### src/rtl/frame_buffer.sv
// Double-buffered 3-bit pixel store feeding the LED matrix shifter: the host fills the back bank,
// the display reads the front bank, and banks exchange only at a frame boundary. Optional: TEST_PATTERN_EN.
module frame_buffer #(
  parameter int NUM_PANELS = 1
) (
  input  logic       clk,
  input  logic       rst,
  input  logic [7:0] col,
  input  logic [2:0] row,
  input  logic       wr_valid,
  output logic       wr_ready,
  input  logic [7:0] wr_x,
  input  logic [3:0] wr_y,
  input  logic [2:0] wr_rgb,
  input  logic       swap_req,
  output logic       swap_done,
  output logic       front,
  output logic [2:0] rgb1,
  output logic [2:0] rgb2,
`ifdef TEST_PATTERN_EN
  input  logic       test_mode,
`endif
  output logic       dbg_state
);

  localparam int unsigned W     = 32 * NUM_PANELS;
  localparam int unsigned DEPTH = 16 * W;
  localparam int          AW    = $clog2(2 * DEPTH);

  typedef enum logic {
    S_IDLE    = 1'b0,
    S_PENDING = 1'b1
  } state_t;

  state_t         state;
  logic [2:0]     row_q;
  logic           boundary;
  logic           wr_fire;
  logic           col_ok;
  logic [AW-1:0]  waddr;
  logic [AW-1:0]  raddr1;
  logic [AW-1:0]  raddr2;
  logic [2:0]     mem [0:2*DEPTH-1];

  // Write handshake: a write is taken on any rising edge where wr_valid and wr_ready are both 1;
  // wr_valid may be held across cycles, and wr_ready is a registered function of the swap state only.
  always_comb begin
    boundary  = (row_q == 3'd7) && (row == 3'd0);
    wr_fire   = wr_valid && wr_ready && (32'(wr_x) < W);
    col_ok    = 32'(col) < W;
    waddr     = AW'((front ? 32'd0 : DEPTH) + 32'(wr_y) * W + 32'(wr_x));
    raddr1    = AW'((front ? DEPTH : 32'd0) + 32'(row) * W + 32'(col));
    raddr2    = AW'((front ? DEPTH : 32'd0) + (32'(row) + 32'd8) * W + 32'(col));
    dbg_state = (state == S_PENDING);
  end

  always_ff @(posedge clk) begin
    if (wr_fire) begin
      mem[waddr] <= wr_rgb;
    end
  end

  always_ff @(posedge clk or negedge rst) begin
    if (!rst) begin
      rgb1 <= 3'b000;
      rgb2 <= 3'b000;
`ifdef TEST_PATTERN_EN
    end else if (test_mode) begin
      rgb1 <= col[2:0];
      rgb2 <= ~col[2:0];
`endif
    end else if (col_ok) begin
      rgb1 <= mem[raddr1];
      rgb2 <= mem[raddr2];
    end else begin
      rgb1 <= 3'b000;
      rgb2 <= 3'b000;
    end
  end

  // A request seen in IDLE always waits for a later boundary, even if one occurs this very cycle.
  always_ff @(posedge clk or negedge rst) begin
    if (!rst) begin
      state     <= S_IDLE;
      front     <= 1'b0;
      swap_done <= 1'b0;
      wr_ready  <= 1'b1;
      row_q     <= 3'd0;
    end else begin
      row_q     <= row;
      swap_done <= 1'b0;
      case (state)
        S_IDLE: begin
          if (swap_req) begin
            state    <= S_PENDING;
            wr_ready <= 1'b0;
          end
        end
        S_PENDING: begin
          if (boundary) begin
            state     <= S_IDLE;
            front     <= ~front;
            swap_done <= 1'b1;
            wr_ready  <= 1'b1;
          end
        end
        default: state <= S_IDLE;
      endcase
    end
  end

endmodule

### config.mk
export PLATFORM = sky130hd
export DESIGN_NAME = frame_buffer
export DESIGN_NICKNAME = d
export VERILOG_FILES = /design/src/rtl/frame_buffer.sv
export SDC_FILE = /design/constraint.sdc
export NUM_CORES = 2
export LEC_CHECK = 0
export BUFFER_PORTS_ARGS = -buffer_cell sky130_fd_sc_hd__buf_2
export CORE_ASPECT_RATIO = 0.7
export CORE_MARGIN = 5
export CORE_UTILIZATION = 55
export DETAILED_ROUTE_END_ITERATION = 12
export MAX_ROUTING_LAYER = met4
export PLACE_DENSITY = 0.71
export SETUP_SLACK_MARGIN = 0.02
export SLEW_MARGIN = 10
export SYNTH_ARGS = -nofsm -noshare
export SYNTH_HDL_FRONTEND = slang
export SYNTH_SLANG_ARGS = --single-unit
### constraint.sdc
create_clock -name clk -period 7.63 [get_ports clk]
set_clock_uncertainty 0.15 [all_clocks]
set_input_delay 1.526 -clock clk [delete_from_list [all_inputs] [get_ports clk]]
set_output_delay 1.526 -clock clk [all_outputs]
set_load 0.02 [all_outputs]
== Word level (Yosys, flattened, before mapping) ==
Memory sizes are Yosys's and may differ from the RTL's.
Index checks and enable logic that the tools add are counted.

* Bits in registers: 13
* Bits in writable memories: 3072
* Output and inout bits: 10
* Memories kept: 1

* Add/sub/neg operators: 7
* Magnitude comparators: 2
* Equality and inequality tests: 3
* Multiplexer cells: 14
* Bitwise operators: 2
* Reduce and logical (&&, ||, !) cells: 6

{| class="wikitable"
|+ Memory list
! memory !! depth !! bits a word !! rd ports !! clocked after Yosys merged registers in !! write ports !! line !! text
|-
| mem || 1024 || 3 || 2 || 0 || 1 || 43 || <nowiki>logic [2:0] mem [0:2*DEPTH-1];</nowiki>
|}

{| class="wikitable"
|+ Operators with widths
! cell !! number
|-
| 10-bit by 8-bit adder with 10-bit output || 4
|-
| 10-bit two-way mux || 2
|-
| 8-bit by 6-bit < comparator with 1-bit output, second input constant || 2
|-
| 10-bit adder || 1
|-
| 10-bit by 9-bit adder with 10-bit output || 1
|-
| 1-bit two-way mux || 8
|-
| 3-bit two-way mux || 2
|-
| 3-bit by 4-bit adder with 5-bit output, second input constant || 1
|-
| 1-bit one-hot mux with 2 select lines || 2
|-
| 2-bit AND reduction || 2
|-
| 3-bit equality test, second input constant || 1
|-
| 1-bit logical AND || 3
|-
| 3-bit logical NOT || 1
|-
| 2-bit by 1-bit inequality test with 1-bit output, second input constant || 1
|-
| 2-bit inequality test, second input constant || 1
|-
| 1-bit inverter || 2
|}

== Logic depth before layout (Yosys ltp) ==
An unclocked memory read counts as a cell.

* Word-level depth: 5
* Depth in mapped cells: 15
* Mapped depth without buffers: 12

== Worst setup path after synthesis ==
No wires, ideal clock.

* Path type: input-to-reg
* Start: input port col[5]
* End: register rgb2[0]
* Arrival time: 3925 ps
* Required time: 7360 ps
* Slack: 3434 ps
* Cell stages on the path: 12
* Path buffers: 1
* Path through: ha_1 > fa_1 > inv_1 > fa_1 > buf_4 > nor2_1 > o21ai_0 > or3_1 > o32ai_2 > nor3_1 > a211o_1 > o211a_1

* Cells in the longest elaborated chain, start to end: 3
* Elaborated cells between the ends (all ways): 4
* Those cells by class: add/sub (1); order compare (1); mux (1); memory (1)

{| class="wikitable"
|+ RTL lines
! what !! line !! text
|-
| start: declaration || 8 || <nowiki>input logic [7:0] col,</nowiki>
|-
| 10-bit by 8-bit adder with 10-bit output || 53 || <nowiki>raddr2 = AW'((front ? DEPTH : 32'd0) + (32'(row) + 32'd8) * W + 32'(col));</nowiki>
|-
| memory read 1024 x 3 bit || n/a ||
|-
| 3-bit two-way mux (*) || 72 || <nowiki>end else if (col_ok) begin</nowiki>
|-
| end signal: assignment || 74 || <nowiki>rgb2 <= mem[raddr2];</nowiki>
|-
| end: declaration || 19 || <nowiki>output logic [2:0] rgb2,</nowiki>
|}

Every way passes the cells marked *; elsewhere a longest branch is shown, timed or not.
A chain may end at the register's enable or synchronous reset.

== Worst setup path after layout ==
* Start: input port col[5]
* End: register rgb1[0]

* Cells in the longest elaborated chain, start to end: 3
* Elaborated cells between the ends (all ways): 4
* Those cells by class: add/sub (1); order compare (1); mux (1); memory (1)

{| class="wikitable"
|+ RTL lines
! what !! line !! text
|-
| 10-bit by 8-bit adder with 10-bit output || 52 || <nowiki>raddr1 = AW'((front ? DEPTH : 32'd0) + 32'(row) * W + 32'(col));</nowiki>
|-
| memory read 1024 x 3 bit || n/a ||
|-
| 3-bit two-way mux (*) || 72 ||
|-
| end signal: assignment || 73 || <nowiki>rgb1 <= mem[raddr1];</nowiki>
|-
| end: declaration || 18 || <nowiki>output logic [2:0] rgb1,</nowiki>
|}

Marked as above.

==> reports/qor.tcl <==
set qor(overflow) 0
set qor(remaining_drc_errors) 0
set qor(setup_total_negative_slack_ns) 0
set qor(chipWidth_um) 578
set qor(clk_pin_slew_worst_paths_ns) 0.07
set qor(hold_start) {wr_ready}
set qor(netlist-cell-type-count) 89
set qor(setup_violators_final) 0
set qor(post_synth_inst_count) 6619
set qor(min_period_over_period) 0.749
set qor(timing_worst_setup_path_type) {input port to flip-flop}
set qor(synth_top_flop_cell) {sky130_fd_sc_hd__edfxtp_1}
set qor(cts_tree) {yes}
set qor(cap_viol_max_count) 0
set qor(io-pin-count) 40
set qor(fillerInstances) 15578
set qor(starting_drt_drc_count) 13285
set qor(synth_edf_count) 3072
set qor(floorplan.die_area_um2) 235000
set qor(nNetsFinal) 6699
set qor(coreArea_um2) 224000
set qor(start_util) 0.554
set qor(cp-start-kind) {input port}
set qor(slowest_stage) {sky130_fd_sc_hd__nor4_1}
set qor(gp_congestion) 0.964
set qor(htreeDepth) 5
set qor(final_antenna_net_count) 0
set qor(dr_pass1_iterations) 9
set qor(critical_path.cell_chain) {buf_2 > ha_4 > buf_4 > nand3b_1 > buf_4 > a21oi_1 > nor4_1 > a221oi_1 > a211oi_2 > o31ai_1 > nor4_1}
set qor(setup_repair_after_global_routing_missed_its_margin) {no}
set qor(numClockSinks) 3085
set qor(routedWlPerCell_um) 38.2
set qor(first_pass_grt_wire_length_um) 525000
set qor(critical_path_peak_fanout) 37
set qor(cts_buffers) 279
set qor(worstHoldPathCells) 2
set qor(final_core_utilization) 0.608
set qor(synth-seq-cells) 3085
set qor(worst_path_dominant_cell_family) {simple AND/OR/NAND/NOR gates}
set qor(yosysSeqAreaShare) 0.746
set qor(static-leakage-power_uw) 0.0423
set qor(end_kind) {flip-flop}
set qor(critical_path.n_buffers_inverters) 3
set qor(postSynth.asyncResetShare) 0.00421
set qor(ys.warnings.count) 0
set qor(row_count) 145
set qor(first_global_vias) 65925
set qor(postCtsSetupRepairBufs) 0
set qor(post_drt_via_cell_ratio) 7.01
set qor(postCtsResizedCells) 0
set qor(ff2ff_path_depth) 7
set qor(finalHoldViolations) 0
set qor(synthesis.nets) 6658
set qor(final_max_slew_violation_count) 0
set qor(reg2reg_from) {front}
set qor(outcome) {finished clean}
set qor(r2r_end) {mem[601][2]}
set qor(cell_area_after_synthesis_um2) 124000
set qor(setup.worst_path.start) {col[5]}
set qor(final.min_clock_period_ns) 5.71
set qor(hpwlAfterDp_um) 223000
set qor(mostFrequentLayoutCells) {sky130_fd_sc_hd__edfxtp_1, sky130_fd_sc_hd__nor2_1, sky130_fd_sc_hd__mux4_2, sky130_fd_sc_hd__mux2i_1, sky130_fd_sc_hd__clkbuf_16}
set qor(grtUsageTotal) 0.328
set qor(worstMarginPinSlew_ns) 1.35
set qor(power-per-cell-area_nw_per_um2) 256
set qor(grt_max_degree) 238
set qor(die_h_um) 407
set qor(synth.avg_cell_area_um2) 18.8
set qor(holdBufCountCts) 0
set qor(root_buffer) {sky130_fd_sc_hd__clkbuf_16}
set qor(holdCritPathClass) {flip-flop to flip-flop}
set qor(rrSetupSlack_ns) 3.06
set qor(crit_path_max_incr_delay_ns) 1.00
set qor(area_growth_syn_to_layout_pct) 9.72
set qor(achievable-frequency_ghz) 0.175
set qor(slew_headroom) 0.0933
set qor(place.port_buffers) 39
set qor(clkLatencyLatePin_ns) 0.87
set qor(antenna_found_initial) 26
set qor(worst-endpoint-arrival_ns) 6.31
set qor(via_count) 69350
set qor(hold-path-endpoint) {wr_ready}
set qor(layout.cells.most_common) {sky130_fd_sc_hd__edfxtp_1}
set qor(worstPathRequired_ns) 8.23
set qor(aggregate_routed_wire_length_um) 378000
set qor(drive_gt1_frac) 0.203
set qor(vdd_drop_max_mv) 0.233
set qor(cts_max_path_buffers) 4
flip-flops by register name, indices dropped and copies added, names as in the netlist:
register,cells
row_q,3
front,1
rgb2,3
rgb1,3
swap_done,1
mem,3072
dbg_state,1
wr_ready,1
power breakdown:
group	switching (µW)	internal, µW
clock network	6170	7690
logic	1690	665
registers	20.8	18600
per-layer routing:
metal / global-route usage / share of wire
met1: 0.457 / 0.35
met2: 0.437 / 0.42
met3: 0.121 / 0.17
met4: 0.142 / 0.055
met5: - / 0
stage by stage:
step	setup WS (ns)	area, µm²	total power [µW]	hold slack [ns]	std cells
floorplan	3.43	124000	20200	0.359	6619
global route	2.06	136000	35600	0.390	9893
global placement	1.48	127000	21200	0.346	9391
detailed placement	1.39	127000	21300	0.375	9392
CTS	2.29	136000	34800	0.382	9872
finish	1.92	136000	34900	0.374	9896
final cells by class:
cell class	count	area (µm²)	area share
clock buffer	336	7390	0.0542
sequential	3085	92600	0.680
multi-input combinational	3033	28800	0.211
timing repair buffer	248	2280	0.0167
inverter	13	53.8	0.000395
clock inverter	144	1290	0.00948
tap	3013	3770	0.0277
antenna	24	60.1	0.000441
cell usage after synthesis, types with 33 or more instances:
master,instances,area [µm²]
sky130_fd_sc_hd__a21oi_1,97,485
sky130_fd_sc_hd__a22oi_1,149,1120
sky130_fd_sc_hd__buf_1,85,319
sky130_fd_sc_hd__buf_2,80,400
sky130_fd_sc_hd__buf_6,39,439
sky130_fd_sc_hd__clkbuf_1,193,724
sky130_fd_sc_hd__edfxtp_1,3072,92200
sky130_fd_sc_hd__mux2_2,33,372
sky130_fd_sc_hd__mux2i_1,295,2950
sky130_fd_sc_hd__mux4_2,638,14400
sky130_fd_sc_hd__nand2_1,207,777
sky130_fd_sc_hd__nor2_1,1089,4090
sky130_fd_sc_hd__o21ai_0,34,170
sky130_fd_sc_hd__o22ai_1,59,369
logic make-up (layout without fill, tap and decap cells):
logic type	after synthesis	after routing	synth area share
fa+ha+maj	9	9	0.00109
flops	3085	3085	0.746
compound gates	547	547	0.0315
other cells	0	24	0
xor+xnor	9	9	0.000635
mux	987	987	0.147
buf+inv	501	741	0.0258
simple gates	1481	1481	0.0483
how the worst max path moves through the flow:
stage | slack, ns | cells past startpoint | endpoint
detailed placement | 1.39 | 9 | rgb2[1]
finish | 1.92 | 11 | rgb1[0]
CTS | 2.29 | 9 | rgb2[1]
global placement | 1.48 | 11 | rgb1[1]
floorplan | 3.43 | 12 | rgb2[0]
global route | 2.06 | 11 | rgb1[0]
worst reg2reg max path: stages (launching register included):
cell	delay, ns
sky130_fd_sc_hd__dfrtp_1	0.77
sky130_fd_sc_hd__inv_1	0.37
sky130_fd_sc_hd__xnor2_1	0.40
sky130_fd_sc_hd__a21oi_1	0.16
sky130_fd_sc_hd__nor2_1	0.82
sky130_fd_sc_hd__nand2_1	0.73
sky130_fd_sc_hd__buf_4	0.44
sky130_fd_sc_hd__nor2_1	0.38
Note: power is estimated with default switching activity, not from simulation.
